[config.mk]
export PLATFORM = sky130hd
export DESIGN_NAME = ad_scan_ctrl
export DESIGN_NICKNAME = d
export VERILOG_FILES = /design/src/rtl/ad_scan_ctrl.sv
export SDC_FILE = /design/constraint.sdc
export NUM_CORES = 1
export LEC_CHECK = 0
export ABC_CLOCK_PERIOD_IN_PS = 6800
export BUFFER_PORTS_ARGS = -buffer_cell sky130_fd_sc_hd__buf_4
export CAP_MARGIN = 20
export CORE_AREA = 2 2 87 89
export DETAILED_ROUTE_END_ITERATION = 10
export DIE_AREA = 0 0 89 91
export GPL_TIMING_DRIVEN = 0
export MAX_ROUTING_LAYER = met4
export PLACE_DENSITY = 0.76
export SLEW_MARGIN = 20
export SYNTH_ARGS = -nofsm -noshare
export SYNTH_HDL_FRONTEND = slang
export SYNTH_SLANG_ARGS = --single-unit
[constraint.sdc]
create_clock -name CLK -period 6.8 [get_ports CLK]
set_input_delay 1.36 -clock CLK [delete_from_list [all_inputs] [get_ports CLK]]
set_output_delay 1.36 -clock CLK [all_outputs]
set_load 0.02 [all_outputs]
[src/rtl/ad_scan_ctrl.sv]
// Scan sequencer for an 11-channel serial 10-bit ADC (TLC1543-style, pipelined readback).
// Define AD_SCAN_AVG_EN to address each channel in 4 frames and report the averaged result.
module ad_scan_ctrl #(
  parameter int unsigned CLK_DIV     = 25,
  parameter int unsigned CS_SETUP    = 50,
  parameter int unsigned EOC_TIMEOUT = 2000
) (
  input  logic        CLK,
  input  logic        RST,
  input  logic        Start,
  input  logic        Cont_En,
  input  logic [10:0] Ch_Mask,
  input  logic        AD_EOC,
  input  logic        AD_DigData_In,
  output logic        AD_CSn,
  output logic        AD_Clk,
  output logic        AD_Address,
  output logic [9:0]  Result_Data,
  output logic [3:0]  Result_Ch,
  output logic        Result_Valid,
  output logic        Busy,
  output logic        Timeout_Err
);

  localparam int unsigned CNT_MAX =
    (EOC_TIMEOUT > CS_SETUP) ? ((EOC_TIMEOUT > CLK_DIV) ? EOC_TIMEOUT : CLK_DIV)
                             : ((CS_SETUP > CLK_DIV) ? CS_SETUP : CLK_DIV);
  localparam int unsigned CW = $clog2(CNT_MAX + 1);

  typedef enum logic [2:0] {
    S_IDLE, S_CS_LOW, S_SHIFT, S_EOC_FALL, S_EOC_RISE, S_NEXT
  } state_t;

  state_t        state_q, state_d;
  logic [CW-1:0] cnt_q, cnt_d;
  logic [3:0]    bit_q, bit_d;
  logic [10:0]   mask_q, mask_d;
  logic [3:0]    cur_ch_q, cur_ch_d;
  logic [3:0]    prev_ch_q, prev_ch_d;
  logic          first_q, first_d;
  logic          flush_q, flush_d;
  logic [9:0]    sh_q, sh_d;
  logic [3:0]    asr_q, asr_d;
  logic          csn_q, csn_d;
  logic          sclk_q, sclk_d;
  logic [9:0]    rdata_q, rdata_d;
  logic [3:0]    rch_q, rch_d;
  logic          rvalid_q, rvalid_d;
  logic          busy_q, busy_d;
  logic          terr_q, terr_d;
  logic          start_go;
  logic [4:0]    hit, nxt;
`ifdef AD_SCAN_AVG_EN
  logic [11:0]   sum_q, sum_d;
  logic [1:0]    rep_q, rep_d;
  logic [1:0]    prev_rep_q, prev_rep_d;
  logic [11:0]   acc;
`endif

  // Lowest enabled channel at or above 'from'; bit 4 flags a hit.
  function automatic logic [4:0] find_ch(input logic [10:0] m, input logic [3:0] from);
    logic [4:0] r;
    logic [3:0] idx;
    r = '0;
    for (int unsigned i = 0; i < 11; i++) begin
      idx = 4'(10 - i);
      if (m[idx] && (idx >= from)) r = {1'b1, idx};
    end
    return r;
  endfunction

  always_comb begin
    state_d   = state_q;
    cnt_d     = cnt_q;
    bit_d     = bit_q;
    mask_d    = mask_q;
    cur_ch_d  = cur_ch_q;
    prev_ch_d = prev_ch_q;
    first_d   = first_q;
    flush_d   = flush_q;
    sh_d      = sh_q;
    asr_d     = asr_q;
    csn_d     = csn_q;
    sclk_d    = sclk_q;
    rdata_d   = rdata_q;
    rch_d     = rch_q;
    rvalid_d  = 1'b0;
    busy_d    = busy_q;
    terr_d    = terr_q;
    start_go  = 1'b0;
    hit       = '0;
    nxt       = '0;
`ifdef AD_SCAN_AVG_EN
    sum_d      = sum_q;
    rep_d      = rep_q;
    prev_rep_d = prev_rep_q;
    acc        = '0;
`endif

    case (state_q)
      S_IDLE: start_go = Start && (Ch_Mask != '0);

      // The setup window doubles as the low phase of the first AD_Clk period.
      S_CS_LOW: begin
        if (cnt_q == CW'(CS_SETUP - 1)) begin
          sclk_d  = 1'b1;
          sh_d    = {sh_q[8:0], AD_DigData_In};
          bit_d   = '0;
          cnt_d   = '0;
          state_d = S_SHIFT;
        end else begin
          cnt_d = cnt_q + 1'b1;
        end
      end

      S_SHIFT: begin
        if (cnt_q == CW'(CLK_DIV - 1)) begin
          cnt_d = '0;
          if (sclk_q) begin
            sclk_d = 1'b0;
            asr_d  = {asr_q[2:0], 1'b0};
            if (bit_q == 4'd9) begin
              csn_d   = 1'b1;
              state_d = S_EOC_FALL;
            end else begin
              bit_d = bit_q + 4'd1;
            end
          end else begin
            sclk_d = 1'b1;
            sh_d   = {sh_q[8:0], AD_DigData_In};
          end
        end else begin
          cnt_d = cnt_q + 1'b1;
        end
      end

      S_EOC_FALL, S_EOC_RISE: begin
        if (AD_EOC == (state_q == S_EOC_RISE)) begin
          cnt_d   = '0;
          state_d = (state_q == S_EOC_FALL) ? S_EOC_RISE : S_NEXT;
        end else if (cnt_q == CW'(EOC_TIMEOUT - 1)) begin
          terr_d  = 1'b1;
          busy_d  = 1'b0;
          state_d = S_IDLE;
        end else begin
          cnt_d = cnt_q + 1'b1;
        end
      end

      S_NEXT: begin
        // Data just shifted in belongs to the address sent in the previous frame.
`ifdef AD_SCAN_AVG_EN
        if (!first_q) begin
          acc   = ((prev_rep_q == 2'd0) ? 12'd0 : sum_q) + {2'b00, sh_q};
          sum_d = acc;
          if (prev_rep_q == 2'd3) begin
            rvalid_d = 1'b1;
            rdata_d  = acc[11:2];
            rch_d    = prev_ch_q;
          end
        end
        prev_rep_d = rep_q;
`else
        if (!first_q) begin
          rvalid_d = 1'b1;
          rdata_d  = sh_q;
          rch_d    = prev_ch_q;
        end
`endif
        prev_ch_d = cur_ch_q;
        first_d   = 1'b0;
        if (flush_q) begin
          if (Cont_En && (Ch_Mask != '0)) begin
            start_go = 1'b1;
          end else begin
            busy_d  = 1'b0;
            state_d = S_IDLE;
          end
        end else begin
          state_d = S_CS_LOW;
`ifdef AD_SCAN_AVG_EN
          if (rep_q != 2'd3) begin
            rep_d = rep_q + 2'd1;
          end else begin
            rep_d = '0;
            nxt   = find_ch(mask_q, cur_ch_q + 4'd1);
            if (nxt[4]) cur_ch_d = nxt[3:0];
            else        flush_d  = 1'b1;
          end
`else
          nxt = find_ch(mask_q, cur_ch_q + 4'd1);
          if (nxt[4]) cur_ch_d = nxt[3:0];
          else        flush_d  = 1'b1;
`endif
        end
      end

      default: state_d = S_IDLE;
    endcase

    if (start_go) begin
      hit      = find_ch(Ch_Mask, 4'd0);
      mask_d   = Ch_Mask;
      cur_ch_d = hit[3:0];
      first_d  = 1'b1;
      flush_d  = 1'b0;
      terr_d   = 1'b0;
      busy_d   = 1'b1;
      state_d  = S_CS_LOW;
`ifdef AD_SCAN_AVG_EN
      rep_d    = '0;
`endif
    end

    if ((state_d == S_CS_LOW) && (state_q != S_CS_LOW)) begin
      csn_d = 1'b0;
      asr_d = cur_ch_d;
      cnt_d = '0;
    end
  end

  always_ff @(posedge CLK or posedge RST) begin
    if (RST) begin
      state_q   <= S_IDLE;
      cnt_q     <= '0;
      bit_q     <= '0;
      mask_q    <= '0;
      cur_ch_q  <= '0;
      prev_ch_q <= '0;
      first_q   <= 1'b0;
      flush_q   <= 1'b0;
      sh_q      <= '0;
      asr_q     <= '0;
      csn_q     <= 1'b1;
      sclk_q    <= 1'b0;
      rdata_q   <= '0;
      rch_q     <= '0;
      rvalid_q  <= 1'b0;
      busy_q    <= 1'b0;
      terr_q    <= 1'b0;
`ifdef AD_SCAN_AVG_EN
      sum_q      <= '0;
      rep_q      <= '0;
      prev_rep_q <= '0;
`endif
    end else begin
      state_q   <= state_d;
      cnt_q     <= cnt_d;
      bit_q     <= bit_d;
      mask_q    <= mask_d;
      cur_ch_q  <= cur_ch_d;
      prev_ch_q <= prev_ch_d;
      first_q   <= first_d;
      flush_q   <= flush_d;
      sh_q      <= sh_d;
      asr_q     <= asr_d;
      csn_q     <= csn_d;
      sclk_q    <= sclk_d;
      rdata_q   <= rdata_d;
      rch_q     <= rch_d;
      rvalid_q  <= rvalid_d;
      busy_q    <= busy_d;
      terr_q    <= terr_d;
`ifdef AD_SCAN_AVG_EN
      sum_q      <= sum_d;
      rep_q      <= rep_d;
      prev_rep_q <= prev_rep_d;
`endif
    end
  end

  assign AD_CSn       = csn_q;
  assign AD_Clk       = sclk_q;
  assign AD_Address   = asr_q[3];
  assign Result_Data  = rdata_q;
  assign Result_Ch    = rch_q;
  assign Result_Valid = rvalid_q;
  assign Busy         = busy_q;
  assign Timeout_Err  = terr_q;

endmodule

# Word-level counts from Yosys, hierarchy flattened
# Index checks and enable logic that the tools add are counted.
# op_classes
reduce_logical,36
n_mux,88
add_sub_neg,3
n_bitwise,1
n_lt_le_gt_ge,11
eq_ne,23
# ops
operator,n
two-way mux 4 bit,23
two-way mux 5 bit,13
two-way mux 11 bit,5
one-hot mux 11 bit (3 select lines),1
two-way mux 10 bit,3
two-way mux 1 bit,28
two-way mux 3 bit,9
one-hot mux 10 bit (2 select lines),1
"greater-or-equal comparator 3 x 4 -> 1 bit, first input constant",4
nonzero test 2 bit,8
one-hot mux 3 bit (5 select lines),1
logical AND 1 bit,14
"greater-or-equal comparator 4 bit, first input constant",3
"!= test 2 bit, second input constant",6
"!= test 3 bit, second input constant",4
"adder 11 x 1 -> 11 bit, second input constant",1
"equality test 11 bit, second input constant",1
"equality test 11 x 5 -> 1 bit, second input constant",1
"equality test 11 x 6 -> 1 bit, second input constant",1
nonzero test 11 bit,1
AND reduction 5 bit,2
AND reduction 3 bit,3
"adder 4 x 1 -> 4 bit, second input constant",2
"greater-or-equal comparator 1 x 4 -> 1 bit, first input constant",2
other kinds (17),25
# word_totals
out_inout_bits,20
register_bits,72
input_bits,17
elab_cells,179

# Depth between registers and ports, before layout
# depth
word_depth,21
ltp_mapped,9
mapped_depth_nobuf,9

# Worst setup path before layout
# Ideal clock, no wire load.
# synth_path
kind,input-to-reg
start,input port Ch_Mask[4]
end,register mask_q[0]
cell_stages,6
n_path_buf,2
arrival_time_ns,2.897
setup_slack_ns,3.779
setup_time_ns,0.125
path_cell_list,nor4_1 nand3_1 nand2_1 buf_2 clkbuf_1 mux2_2
# synth_via
elab_chain_cells,5
# synth_lines
item,line,source
from (decl),12,"input logic [10:0] Ch_Mask,"
nonzero test 11 bit (*),"101, 173",
logical AND 1 bit,173,if (Cont_En && (Ch_Mask != '0)) begin
two-way mux 1 bit,173,
two-way mux 1 bit,172,if (flush_q) begin
one-hot mux 1 bit (2 select lines) (*),100,case (state_q)
to (signal assigned),250,mask_q <= mask_d;
to (decl),37,"logic [10:0] mask_q, mask_d;"
# Mark *: on every way between the ends. The rest lies on a longest branch, timed or not.
# A chain may end at the register's enable or synchronous reset.

# Worst setup path after layout
# layout_path
start,input port Ch_Mask[4]
end,register asr_q[0]
# layout_via
elab_chain_cells,10
# layout_lines
item,line,source
nonzero test 11 bit,"101, 173",
logical AND 1 bit,173,
two-way mux 3 bit or two-way mux 1 bit (tied branches),173,
two-way mux 3 bit or two-way mux 1 bit (tied branches),172,
one-hot mux 3 bit (5 select lines) or one-hot mux 1 bit (2 select lines) (tied branches),100,
two-way mux 3 bit,201,if (start_go) begin
equality test 3 x 1 -> 1 bit,215,if ((state_d == S_CS_LOW) && (state_q != S_CS_LOW)) begin
logical AND 1 bit,215,
nonzero test 2 bit (no line),-,
AND reduction 3 bit (no line),-,
to (signal assigned),256,asr_q <= asr_d;
to (decl),43,"logic [3:0] asr_q, asr_d;"
# Several ways; a longest one is shown, not always the timed one.

==> impl_metrics.yaml <==
status:
  status: "finished clean"
timing:
  maxSlewHeadroom_pct: 60.0
  grt_setup_unrepaired: "false"
  setup_viol: 0
  slew_violations: 0
  tns_ns: 0
  finalCritPeriodShare_pct: 48.4
  max_freq_mhz: 304
  period_needed_ns: 3.29
  finalHoldViolations: 0
  tightestPinTransition_ns: 0.595
  skew_ns: 0.00777
power_and_ir_drop:
  pwr-share-comb_pct: 7.2
  switchingPower_mw: 0.201
  seqPwrFrac_pct: 52.6
  internal-power_mw: 0.637
  swShare_pct: 24.0
  clockPowerShare_pct: 40.2
  max-vdd-ir-drop_mv: 0.108
  power_density_mw_per_mm2: 187
  leakage_nw: 2.08
clock_tree:
  insertion_delay_ns: 0.34
  post_cts_buffers: 0
  cts_buffers: 9
  root_buffer: "clkbuf_8"
  h-tree-depth: 3
  cts.sinks: 72
  cts_resized: 0
  cts_tree: "done"
  cts.clk_slew.worst_paths_ns: 0.07
  hold_buffers: 0
  cts_buffer_depth: 2
yosys:
  ys_types: 61
  synth_edf_count: 0
  synth_top_area_share_pct: 46.0
  yosys_warnings: 0
  synthFlopType: "dfrtp_1"
  ys_top_cells_by_area: "dfrtp_1 46%, mux2_2 9.0%, nor2_1 4.7%"
  syn_avg_cell_area_um2: 9.73
  ys_ff_latch: 72
  ys_seq_area_share_pct: 46.7
  synth.largest_area_cell: "dfrtp_1"
  synthCells: 397
  synth_nets: 422
  synth_area_mm2: 0.00386
  synthArstFlopShare_pct: 100
critical_path:
  cp-end-kind: "flop"
  crit_family: "simple AND/OR/NAND/NOR gates"
  worstPathCellList: "buf_4 -> nor4_1 -> nand3_1 -> nand2_1 -> buf_2 -> clkbuf_1 -> a21oi_1 -> o31ai_1"
  crit_buf_inv: 3
  slowest_delay_ns: 0.55
  cp-start-kind: "input pin"
  timing.critical_path.arrival_ns: 3.53
  cp_slowest_cell: "nor4_1"
  critPathRequiredTime_ns: 7.04
  critPathMaxFanout: 10
  crit_type: "in2reg"
routing:
  met3_length_um: 369
  met1_length_um: 3890
  wl_per_cell_um: 14.6
  routed-wl-met2_um: 3640
  vias: 3087
  first_iter_violations: 156
  dr.max_layer_used: "met4"
  drt-vias-per-instance: 5.63
  ant_nets: 0
  drc_errors: 0
  drt_wl_total_um: 7990
  dr.pass1.iters: 5
floorplan:
  initial_core_util_pct: 54.1
  fp-row-count: 31
  io_pins: 37
  chipWidth_um: 89
  die_h_um: 91
  dieArea_mm2: 0.00810
  core_mm2: 0.00714
grt:
  antenna_found_initial: 0
  grt_pass1_wl_um: 13300
  grt_pass1_vias: 2888
  globalRouteTotalUtil_pct: 21.4
  grt_max_degree: 40
  grt.overflow.total: 0
final_layout:
  multiInputGateArea_mm2: 0.00195
  nFillCells: 670
  instances_no_fill: 548
  layout.nets: 470
  num_antenna_cells: 0
  syn_to_final_growth_pct: 15.8
  drive_above_1_share_pct: 22.9
  seqCellArea_mm2: 0.00180
  postLayoutCellArea_mm2: 0.00448
place:
  gp_congestion: 0.888
  portBuffers: 36
  dpl_cell_area_mm2: 0.00428
  placedCellCount: 533
  dp_hpwl_um: 5910
min_path:
  hold_class: "reg2reg"
run:
  max_cap_violations: 0
worst min-delay path: stages, from the launching register on:
cell and delay [ns]:
dfrtp_1 0.34, nand2_1 0.05, nand2_1 0.05
flip-flops by register name (all words and copies together) (netlist names):
register and flops:
mask_q 11, asr_q 4, cnt_q 11, Busy 1, prev_ch_q 4, cur_ch_q 4, Result_Data 10, sh_q 10
Result_Valid 1, AD_CSn 1, first_q 1, Timeout_Err 1, flush_q 1, AD_Clk 1, Result_Ch 4, bit_q 4
state_q 3
stage by stage:
| step | setup WS [ns] | utilization [%] | power [mW] | hold WS (ns) |
|---|---|---|---|---|
| floorplan | 3.62 | - | 0.486 | 0.440 |
| global placement | 2.73 | 59.7 | 0.507 | 0.455 |
| global route | 3.36 | 62.7 | 0.872 | 0.514 |
| CTS | 3.57 | 62.7 | 0.847 | 0.483 |
| finish | 3.51 | 62.7 | 0.838 | 0.481 |
| detailed placement | 3.22 | 60.0 | 0.509 | 0.465 |
area by class of cell:
cell class / instances / share of cell area (%)
Buffer: 12 / 1.17
Clock buffer: 10 / 3.08
Clock inverter: 5 / 1.29
Inverter: 15 / 1.31
Multi-Input combinational cell: 298 / 43.6
Sequential cell: 72 / 40.3
Tap cell: 99 / 2.77
Timing Repair Buffer: 37 / 6.49
cell families after synthesis:
| logic type | synth area share, % |
|---|---|
| AOI/OAI and AO/OA | 15.4 |
| xor gates and xnor gates | 3.17 |
| adders and majority gates | 2.59 |
| buffers and inverters | 2.82 |
| DFF | 46.7 |
| muxes | 9.03 |
| and+or+nand+nor | 20.3 |
path summary, 6_finish.rpt:
path / startpoint / slack, ns / end / cells after the start
setup / recovery: Ch_Mask[4] / 3.51 / asr_q[0] / 8
hold / removal: prev_ch_q[3] / 0.48 / prev_ch_q[3] / 2
setup reg to reg: cur_ch_q[0] / 3.99 / asr_q[0] / 9
hold reg to reg: prev_ch_q[3] / 0.48 / prev_ch_q[3] / 2
max in group asynchronous: RST / 5.16 / AD_CSn / 3
min in group asynchronous: RST / 1.03 / bit_q[0] / 2
placed cells by master (no fill, tap or decap), drive strengths merged, types with 12 or more instances in the layout:
cell type / n
a21oi: 16
buf: 43
clkbuf: 16
dfrtp: 71
inv: 15
mux2: 31
nand2: 42
nand3: 12
nor2: 48
o21ai: 17
synthesized netlist by cell type, drive strengths merged, types with 2 or more instances:
library cell and instances:
dfrtp 71, nor2 48, and2 5, xor2 6, and3 10, o21a 6
clkbuf 6, nand3b 2, ha 8, or3b 2, or2 7, nand4 5
o2111ai 2, nand2 42, a32o 2, a2111oi 2, a21oi 16, buf 6
o21ai 17, nor3 8, nor4 4, o22ai 3, a22o 2, o21bai 2
a31oi 3, a211oi 4, a22oi 3, o31a 2, xnor2 8, mux2 31
nand3 12, a21o 6, nand2b 4, nor2b 3, o31ai 4, inv 15
power groups by stage:
stage | sequential [mW] | clock, mW | combinational [mW]
floorplan | 0.448 | 0 | 0.0380
global placement | 0.449 | 0 | 0.0576
detailed placement | 0.449 | 0 | 0.0602
CTS | 0.441 | 0.345 | 0.0607
global route | 0.442 | 0.362 | 0.0681
finish | 0.441 | 0.337 | 0.0604
layer usage:
layer | vias up | track usage [%]
met1 | 1487 | 31.3
li1 | 1515 | -
met3 | 8 | 3.00
met5 | - | -
met4 | 0 | 6.72
met2 | 77 | 31.0
No activity file was read; power rests on OpenSTA's default activity.
